--- config.mk ---
export PLATFORM = sky130hd
export DESIGN_NAME = count_bounce_multi_flat
export DESIGN_NICKNAME = d
export VERILOG_FILES = /design/src/rtl/count_bounce_multi_pkg.sv /design/src/rtl/count_bounce_multi_if.sv /design/src/rtl/count_bounce_multi_bounce_dir.sv /design/src/rtl/count_bounce_multi.sv /design/src/flat_wrapper.sv
export SDC_FILE = /design/constraint.sdc
export NUM_CORES = 1
export LEC_CHECK = 0
export BUFFER_PORTS_ARGS = -buffer_cell sky130_fd_sc_hd__buf_2
export CAP_MARGIN = 20
export CORE_MARGIN = 2
export CORE_UTILIZATION = 40
export DETAILED_ROUTE_END_ITERATION = 8
export PLACE_DENSITY = 0.62
export SYNTH_ARGS = -nofsm -noshare
export SYNTH_HDL_FRONTEND = slang
export SYNTH_SLANG_ARGS = --single-unit
--- constraint.sdc ---
create_clock -name clk -period 7.1 [get_ports clk]
set_input_delay 0.71 -clock clk [delete_from_list [all_inputs] [get_ports clk]]
set_output_delay 0.71 -clock clk [all_outputs]
set_load 0.02 [all_outputs]
--- src/rtl/count_bounce_multi_pkg.sv ---
// Shared types and step normalisation for the multi-mode bounce counter.
// Pure definitions: no latency, no backpressure.
package count_pkg;

  typedef enum logic [1:0] {
    UP_WRAP = 2'd0,
    DN_WRAP = 2'd1,
    BOUNCE  = 2'd2,
    UP_SAT  = 2'd3
  } mode_e;

  localparam int MAX_B = 32;

  // A zero step would stall the counter forever, so it behaves as a step of one.
  function automatic logic [MAX_B-1:0] eff_step(input logic [MAX_B-1:0] step, input int b);
    logic [MAX_B-1:0] mask;
    mask = (b >= MAX_B) ? '1 : ((MAX_B'(1) << b) - MAX_B'(1));
    return ((step & mask) == '0) ? MAX_B'(1) : (step & mask);
  endfunction

endpackage

--- src/rtl/count_bounce_multi_if.sv ---
// Control/status bundle of the bounce counter; COUNT_LOAD_EN adds ld/ld_val.
// Wires only: no latency, no backpressure.
interface count_bounce_multi_if #(parameter int B = 4);
  import count_pkg::*;

  logic         inc;
  mode_e        mode;
  logic [B-1:0] lim;
  logic [B-1:0] step;
`ifdef COUNT_LOAD_EN
  logic         ld;
  logic [B-1:0] ld_val;
`endif
  logic [B-1:0] cnt;
  logic         dir;
  logic         tc;

`ifdef COUNT_LOAD_EN
  modport master (output inc, mode, lim, step, ld, ld_val, input cnt, dir, tc);
  modport slave  (input inc, mode, lim, step, ld, ld_val, output cnt, dir, tc);
`else
  modport master (output inc, mode, lim, step, input cnt, dir, tc);
  modport slave  (input inc, mode, lim, step, output cnt, dir, tc);
`endif

endinterface

--- src/rtl/count_bounce_multi_bounce_dir.sv ---
// Direction flag: set at the top turn, cleared at the bottom turn, forced by mode.
// One cycle latency; no backpressure, updates every cycle.
module bounce_dir (
  input  logic clk,
  input  logic rst,
  input  logic set,
  input  logic clr,
  input  logic force_en,
  input  logic force_val,
  output logic dir
);

  always_ff @(posedge clk or negedge rst) begin
    if (!rst) begin
      dir <= 1'b0;
    end else if (force_en) begin
      dir <= force_val;
    end else if (set) begin
      dir <= 1'b1;
    end else if (clr) begin
      dir <= 1'b0;
    end
  end

endmodule

--- src/rtl/count_bounce_multi.sv ---
// Multi-mode step counter (wrap up/down, bounce, saturate); COUNT_LOAD_EN adds a load.
// One cycle from inc/ld to cnt/dir/tc; no backpressure, one step per accepted inc.
module count_bounce_multi
  import count_pkg::*;
#(
  parameter int B       = 4,
  parameter int LIM_RST = 14
) (
  input logic              clk,
  input logic              rst,
  count_bounce_multi_if.slave bus
);

  if (LIM_RST < 0 || LIM_RST >= (2 ** B)) begin : g_bad_lim_rst
    $error("LIM_RST does not fit in B bits");
  end

  logic [B-1:0] s;
  logic [B:0]   sum;
  logic [B-1:0] cnt_q, cnt_d;
  logic         tc_q, tc_d;
  logic         dir_q, dir_set, dir_clr;
  logic         upd;

  assign s   = B'(eff_step(MAX_B'(bus.step), B));
  assign sum = {1'b0, cnt_q} + {1'b0, s};

`ifdef COUNT_LOAD_EN
  assign upd = bus.inc | bus.ld;
`else
  assign upd = bus.inc;
`endif

  always_comb begin
    cnt_d   = cnt_q;
    tc_d    = 1'b0;
    dir_set = 1'b0;
    dir_clr = 1'b0;
`ifdef COUNT_LOAD_EN
    if (bus.ld) begin
      cnt_d = (bus.ld_val > bus.lim) ? bus.lim : bus.ld_val;
    end else
`endif
    if (bus.inc) begin
      // A lowered limit pulls the count back in before any mode rule applies.
      if (cnt_q > bus.lim) begin
        cnt_d = bus.lim;
      end else begin
        unique case (bus.mode)
          UP_WRAP: begin
            if (sum > {1'b0, bus.lim}) begin
              cnt_d = '0;
              tc_d  = 1'b1;
            end else begin
              cnt_d = sum[B-1:0];
            end
          end
          DN_WRAP: begin
            if (cnt_q < s) begin
              cnt_d = bus.lim;
              tc_d  = 1'b1;
            end else begin
              cnt_d = cnt_q - s;
            end
          end
          BOUNCE: begin
            if (!dir_q) begin
              if (sum >= {1'b0, bus.lim}) begin
                cnt_d   = bus.lim;
                dir_set = 1'b1;
                tc_d    = 1'b1;
              end else begin
                cnt_d = sum[B-1:0];
              end
            end else begin
              if (cnt_q <= s) begin
                cnt_d   = '0;
                dir_clr = 1'b1;
                tc_d    = 1'b1;
              end else begin
                cnt_d = cnt_q - s;
              end
            end
          end
          UP_SAT: begin
            // tc only on arrival, so sitting at the limit stays quiet.
            if (sum >= {1'b0, bus.lim}) begin
              cnt_d = bus.lim;
              tc_d  = (cnt_q != bus.lim);
            end else begin
              cnt_d = sum[B-1:0];
            end
          end
        endcase
      end
    end
  end

  always_ff @(posedge clk or negedge rst) begin
    if (!rst) begin
      cnt_q <= '0;
    end else if (upd) begin
      cnt_q <= cnt_d;
    end
  end

  always_ff @(posedge clk or negedge rst) begin
    if (!rst) begin
      tc_q <= 1'b0;
    end else begin
      tc_q <= tc_d;
    end
  end

  bounce_dir u_dir (
    .clk       (clk),
    .rst       (rst),
    .set       (dir_set),
    .clr       (dir_clr),
    .force_en  (bus.mode != BOUNCE),
    .force_val (bus.mode == DN_WRAP),
    .dir       (dir_q)
  );

  assign bus.cnt = cnt_q;
  assign bus.dir = dir_q;
  assign bus.tc  = tc_q;

endmodule

--- src/flat_wrapper.sv ---
// flat-port wrapper written by rule: the top's interface ports become plain ports
module count_bounce_multi_flat import count_pkg::*;
#(
  parameter int B       = 4,
  parameter int LIM_RST = 14
)
  (clk, rst, bus_inc, bus_mode, bus_lim, bus_step, bus_cnt, bus_dir, bus_tc);
  count_bounce_multi_if #(.B(B)) bus_i ();
  input logic clk;
  input logic rst;
  input wire logic [$bits(bus_i.inc)-1:0] bus_inc;
  input wire logic [$bits(bus_i.mode)-1:0] bus_mode;
  input wire logic [$bits(bus_i.lim)-1:0] bus_lim;
  input wire logic [$bits(bus_i.step)-1:0] bus_step;
  output wire logic [$bits(bus_i.cnt)-1:0] bus_cnt;
  output wire logic [$bits(bus_i.dir)-1:0] bus_dir;
  output wire logic [$bits(bus_i.tc)-1:0] bus_tc;
  assign bus_i.inc = bus_inc;
  assign bus_i.mode = bus_mode;
  assign bus_i.lim = bus_lim;
  assign bus_i.step = bus_step;
  assign bus_cnt = bus_i.cnt;
  assign bus_dir = bus_i.dir;
  assign bus_tc = bus_i.tc;
  count_bounce_multi #(.B(B), .LIM_RST(LIM_RST)) u_core (.clk(clk), .rst(rst), .bus(bus_i));
endmodule
# --- Yosys cells after proc, flatten, opt, wreduce, memory -nomap -nowiden ---
# Cells that the tools add are included.
# W data, S select, Z words.
op_classes:
  muxes: 28
  n_reduce_logical: 3
  addsub: 2
  eq_ne: 5
  n_lt_le_gt_ge: 5
op_table:
  columns: ["operator", "count"]
  rows:
  - ["$logic_not A32 Y1", 1]
  - ["$mux W4", 7]
  - ["$mux W1", 19]
  - ["$pmux W4 S4", 1]
  - ["$add A4 B4 Y5", 1]
  - ["$ge A5 B4 Y1", 1]
  - ["$gt A5 B4 Y1", 1]
  - ["$eq A2 B2 Y1 const B", 2]
  - ["$gt A4 B4 Y1", 1]
  - ["$le A4 B4 Y1", 1]
  - ["$lt A4 B4 Y1", 1]
  - ["$ne A4 B4 Y1", 1]
  - ["$pmux W1 S4", 1]
  - ["$sub A4 B4 Y4", 1]
  - ["$reduce_bool A3 Y1", 1]
  - ["$eq A2 B1 Y1 const B", 1]
  - ["$logic_not A2 Y1", 1]
  - ["$ne A2 B2 Y1 const B", 1]
totals:
  ff_bits: 6
  word_cells: 46

# --- Depth between registers and ports, before layout ---
depth:
  word_depth: 11
  ltp_mapped: 14
  depth_no_buf: 14

# --- Cells and area by module ---
# A second synthesis with hierarchy kept.
hier_totals:
  hier_cells: 111
  hier_area_um2: 939.7
modules_own_cells:
  columns: ["mod", "area_each_um2", "instances", "cells_each"]
  rows:
  - ["count_bounce_multi", 893.4, 1, 106]
  - ["bounce_dir", 46.3, 1, 5]

# --- Least setup slack after synthesis ---
# Ideal clock, no wire load.
synth_path:
  path_type: "in2reg"
  from: "input bus_step[2]"
  to: "register u_core.cnt_q[1], in the netlist u_core.bus.cnt[1]"
  setup_time_ns: 0.126
  arrival_ns: 3.144
  setup_slack_ns: 3.830
  path_stages: 12
  required_ns: 6.974
  cell_sequence: "inv_1 a31o_2 ha_1 fa_1 xnor2_1 ha_1 a21o_1 a21oi_2 nand3_4 a31oi_4 o211ai_2 a221o_1"
synth_between:
  elab_chain_len: 8
  elab_cells_between_ends: 15
  classes_between: "add/sub: 2; order compare: 4; mux: 8; reduce/logical: 1"
synth_lines:
  columns: ["item", "line", "source"]
  rows:
  - ["start: declaration", "flat_wrapper.sv:14", "input wire logic [$bits(bus_i.step)-1:0] bus_step;"]
  - ["$logic_not A32 Y1", "count_bounce_multi_pkg.sv:18", "return ((step & mask) == '0) ? MAX_B'(1) : (step & mask);"]
  - ["$mux W4 (*)", "count_bounce_multi_pkg.sv:18", null]
  - ["$add A4 B4 Y5", "count_bounce_multi.sv:26", "assign sum = {1'b0, cnt_q} + {1'b0, s};"]
  - ["$ge A5 B4 Y1", "count_bounce_multi.sv:68, count_bounce_multi.sv:87", null]
  - ["$mux W4", "count_bounce_multi.sv:68, count_bounce_multi.sv:87", null]
  - ["$mux W4", "count_bounce_multi.sv:67", "if (!dir_q) begin"]
  - ["$pmux W4 S4 (*)", "count_bounce_multi.sv:49", "unique case (bus.mode)"]
  - ["$mux W4 (*)", "count_bounce_multi.sv:46", "if (cnt_q > bus.lim) begin"]
  - ["end signal: assignment", "count_bounce_multi.sv:103", "cnt_q <= cnt_d;"]
  - ["end: declaration", "count_bounce_multi.sv:20", "logic [B-1:0] cnt_q, cnt_d;"]
# Mark *: on every way between the ends. The rest lies on a longest branch, timed or not.
# A chain may end at the register's enable or synchronous reset.

# --- Worst setup path after layout ---
layout_path:
  from: "input bus_step[1]"
  to: "register u_core.cnt_q[1], in the netlist u_core.bus.cnt[1]"
# Same word-level chain as after synthesis.

==> out/results.env <==
SETUP-VIOLATIONS-FINAL=0
CLK_LATENCY_PS=240
HIGHEST_NET_FANOUT_ALONG_THE_WORST_PATH=4
CRITICALPATHCATEGORY='input pin to flop'
TNS_PS=0
YOSYS_REGISTER_BITS=6
YS_ASYNC_SR_FRACTION_PCT=100
GRT_PASS1_WL_MM=3.96
WORST_SLEW_MARGIN_REL_PCT=75.7
CTS_HOLD_BUF=0
R2R-START='u_core.bus.cnt[1]'
MAXCAPVIOLATIONS=0
DETAIL_ROUTE.ITER0.VIOLATIONS=21
TOTAL_ROUTING_USAGE_REPORTED_BY_GLOBAL_ROUTING_PCT=18.7
FF2FF_SETUP_SLACK_PS=4060
ROUTEDWLPERCELL_UM=14.1
P_LEAK_nW=0.571
TIMING.CRITICAL_PATH.TO_TYPE='flop'
FP-ROW-COUNT=18
SYNTH_ENABLE_FLOP_CELLS=0
DETAIL_ROUTE.FIRST_PASS.ITERATIONS=4
YS_DOMINANT_REG_CELL='sky130_fd_sc_hd__dfrtp_1'
DRC=0
SYN_NETS=154
RSZ0062_AT_GRT='no'
SYNTHCELLS=123
REG_CLK_SLEW_REPORTED_PATHS_PS=40
CTS_INSERTED_BUFFERS=3
WORST_EP_ARRIVAL_PS=3470
CTSROOTBUFFERMASTER='sky130_fd_sc_hd__clkbuf_4'
YOSYS-TOP-CELLS-AREA='sky130_fd_sc_hd__ha_1 (20%), sky130_fd_sc_hd__dfrtp_1 (15%), sky130_fd_sc_hd__a21oi_1 (4.4%), sky130_fd_sc_hd__a21o_1 (4.4%), sky130_fd_sc_hd__inv_1 (4.0%)'
MAX_FREQ_MHz=298
FINAL.MIN_CLOCK_PERIOD_PS=3350
DETAILEDPLACEMENTHPWL_MM=2.01
ROUTE.VIAS.TOTAL=930
CTS.HTREE.LEVELS=1
SHARE_OF_POST_ROUTE_CELLS_WITH_DRIVE_STRENGTH_ABOVE_1_PCT=22.6
LAYOUT.CELLS.MOST_COMMON='sky130_fd_sc_hd__buf_2'
CLOCK-SINKS=6
ROUTED_VIA_DENSITY=5.57
CP_CELL_SEQUENCE='buf_2 -> inv_1 -> a31o_2 -> ha_1 -> fa_1 -> xnor2_1 -> ha_1 -> a21o_1 -> a21oi_2 -> nand3_4 -> a31oi_4 -> o211ai_2 -> a221o_1'
YOSYSUNIQUECELLTYPES=45
CRITPATHMOSTFREQUENTCELL='sky130_fd_sc_hd__ha_1'
GRT_PASS1_VIAS=867
WORSTREG2REGEND='u_core.bus.cnt[1]'
CORE_REGION_AREA_UM2=2450
CTS_TREE='done'
POST_LAYOUT_NETS=170
FLOORPLAN.DIE_AREA_UM2=2970
MAXIMUM_NUMBER_OF_PINS_ON_ONE_NET_BEFORE_GLOBAL_ROUTE_REPAIR=11
WORST_HOLD_PATH_TYPE='input pin to asynchronous set/reset pin'
CTS_RESIZED=0
LAYOUT_SKEW_PS=1.93
ANT_NETS=0
FINAL-MAX-SLEW-VIOLATION-COUNT=0
ANTENNA_CELLS_INSERTED=0
DIE-WIDTH_UM=54.5
IO-PIN-COUNT=19
PLACED_INSTS=164
WORSTSETUPSTARTPOINTTYPE='input pin'
INITIAL_CORE_UTIL_PCT=41.6
GRT_ANTENNA_BEFORE_REPAIR=0
OUTCOME='complete, no violations'
LAYOUT_COMMON_CELLS='sky130_fd_sc_hd__buf_2 (18), sky130_fd_sc_hd__ha_1 (16), sky130_fd_sc_hd__inv_1 (11)'
SYN-MEAN-INSTANCE-AREA_UM2=8.30
YOSYSWARNINGS=0
SYNTHDOMINANTAREACELLTYPE='sky130_fd_sc_hd__ha_1'
REG2REGPATHDEPTH=13
SYNTHTOLAYOUTAREAGROWTH_PCT=11.0
SYNTH_SEQ_AREA_SHARE_PCT=14.7
VDD_DROP_MAX_mV=0.192
TIMING_WORST_SLEW_PIN_VALUE_PS=361
CTS_BUFFER_DEPTH=2
GRT-OVFL-TOTAL=0
POST_CTS_BUFFERS=0
TIMING_HOLD_VIOLATIONS_FINAL=0
BUFFER_PORTS.INSERTED=18
POST-ROUTE-PERIOD-UTIL_PCT=47.2
CRITICAL-PATH-SLOWEST-CELL='sky130_fd_sc_hd__fa_1'
POWER_DENSITY_nW_PER_UM2=439
VERTICAL_EXTENT_OF_THE_DIE_UM=54.5
PLACE.GP.CONGESTION=0.843
WL_FINAL_MM=2.36
NETLIST.AREA_LEADER.SHARE_PCT=19.6
POST_SYNTH_INSTANCE_AREA_UM2=1020
NUMBER_OF_NON_FILLER_INSTANCES_IN_THE_COMPLETED_LAYOUT=167
CRIT_REQUIRED_PS=7220
CPPEAKSTAGEDELAY_PS=400
## stage by stage
step | utilization, % | hold slack [ps] | area (um^2) | worst slack (ps) | power [mW]
final | 46.2 | 278 | 1130 | 3750 | 0.497
after global routing | 46.2 | 268 | 1130 | 3570 | 0.550
after CTS | 46.2 | 276 | 1130 | 3750 | 0.502
after detailed placement | 45.3 | 538 | 1110 | 3510 | 0.466
after global placement | 45.3 | 533 | 1110 | 3560 | 0.465
after floorplan | - | 414 | 1020 | 3830 | 0.383
## critical path, delay by kind of cell
family | cells | cell delay [ps]
buffers and inverters | 2 | 190
AOI/OAI and AO/OA | 6 | 1260
xor gates and xnor gates | 1 | 290
adders and majority gates | 3 | 910
and+or+nand+nor | 1 | 130
## report_power, final
group / total [mW] / switching, mW / internal [mW]
logic: 0.392 / 0.225 / 0.166
clock network: 0.0308 / 0.0118 / 0.0191
registers: 0.0748 / 0.0253 / 0.0495
total: 0.497 / 0.262 / 0.235
## cell usage after synthesis (all sizes together) (2+ instances only)
cell type and count:
a21o 6, a21oi 11, a221o 2, a31o 2
a31oi 4, and2 2, buf 4, clkbuf 3
dfrtp 6, fa 2, ha 16, inv 13
nand2 8, nand4 3, nor2 8, nor2b 3
nor3 2, o211ai 2, o21ai 6, o31ai 2
xnor2 2, xor2 2
## worst max path at each step
stage | start | end
2_1_floorplan | bus_step[2] | u_core.bus.cnt[1]
3_3_place_gp | bus_step[1] | u_core.bus.cnt[2]
3_5_place_dp | bus_step[1] | u_core.bus.cnt[3]
4_1_cts | bus_step[1] | u_core.bus.cnt[3]
5_1_grt | bus_step[1] | u_core.bus.cnt[1]
6_report | bus_step[1] | u_core.bus.cnt[1]
## state kept, by name (all words and copies together), names as in the netlist
| signal | count |
|---|---|
| u_core.bus.cnt | 4 |
| u_core.bus.tc | 1 |
| u_core.u_dir.dir | 1 |
## per-layer routing
metal	routed length [um]	share of wire, %	GRT usage, %	up-vias
met5	0	0	0	-
met4	0	0	1.25	0
met3	81	3.4	4.10	0
met2	1120	48	31.7	21
met1	1150	49	25.2	435
li1	-	-	-	474
## area by class of cell
type	count	area [um^2]
fill	245	1320
multi-input combinational	97	785
sequential	6	150
timing repair buffer	18	90.1
inverter	13	48.8
tap	30	37.5
clock buffer	3	22.5
## kinds of logic (layout without fill, tap and decap cells)
family | count (synthesis) | count (layout) | share of synthesized area (%)
simple gates | 33 | 33 | 18.3
flops | 6 | 6 | 14.7
fa+ha+maj | 18 | 18 | 23.5
mux | 1 | 1 | 0.980
buf+inv | 20 | 34 | 8.46
xor+xnor | 4 | 4 | 3.43
compound gates | 41 | 41 | 30.6
Power figures use the tool's default switching activity.
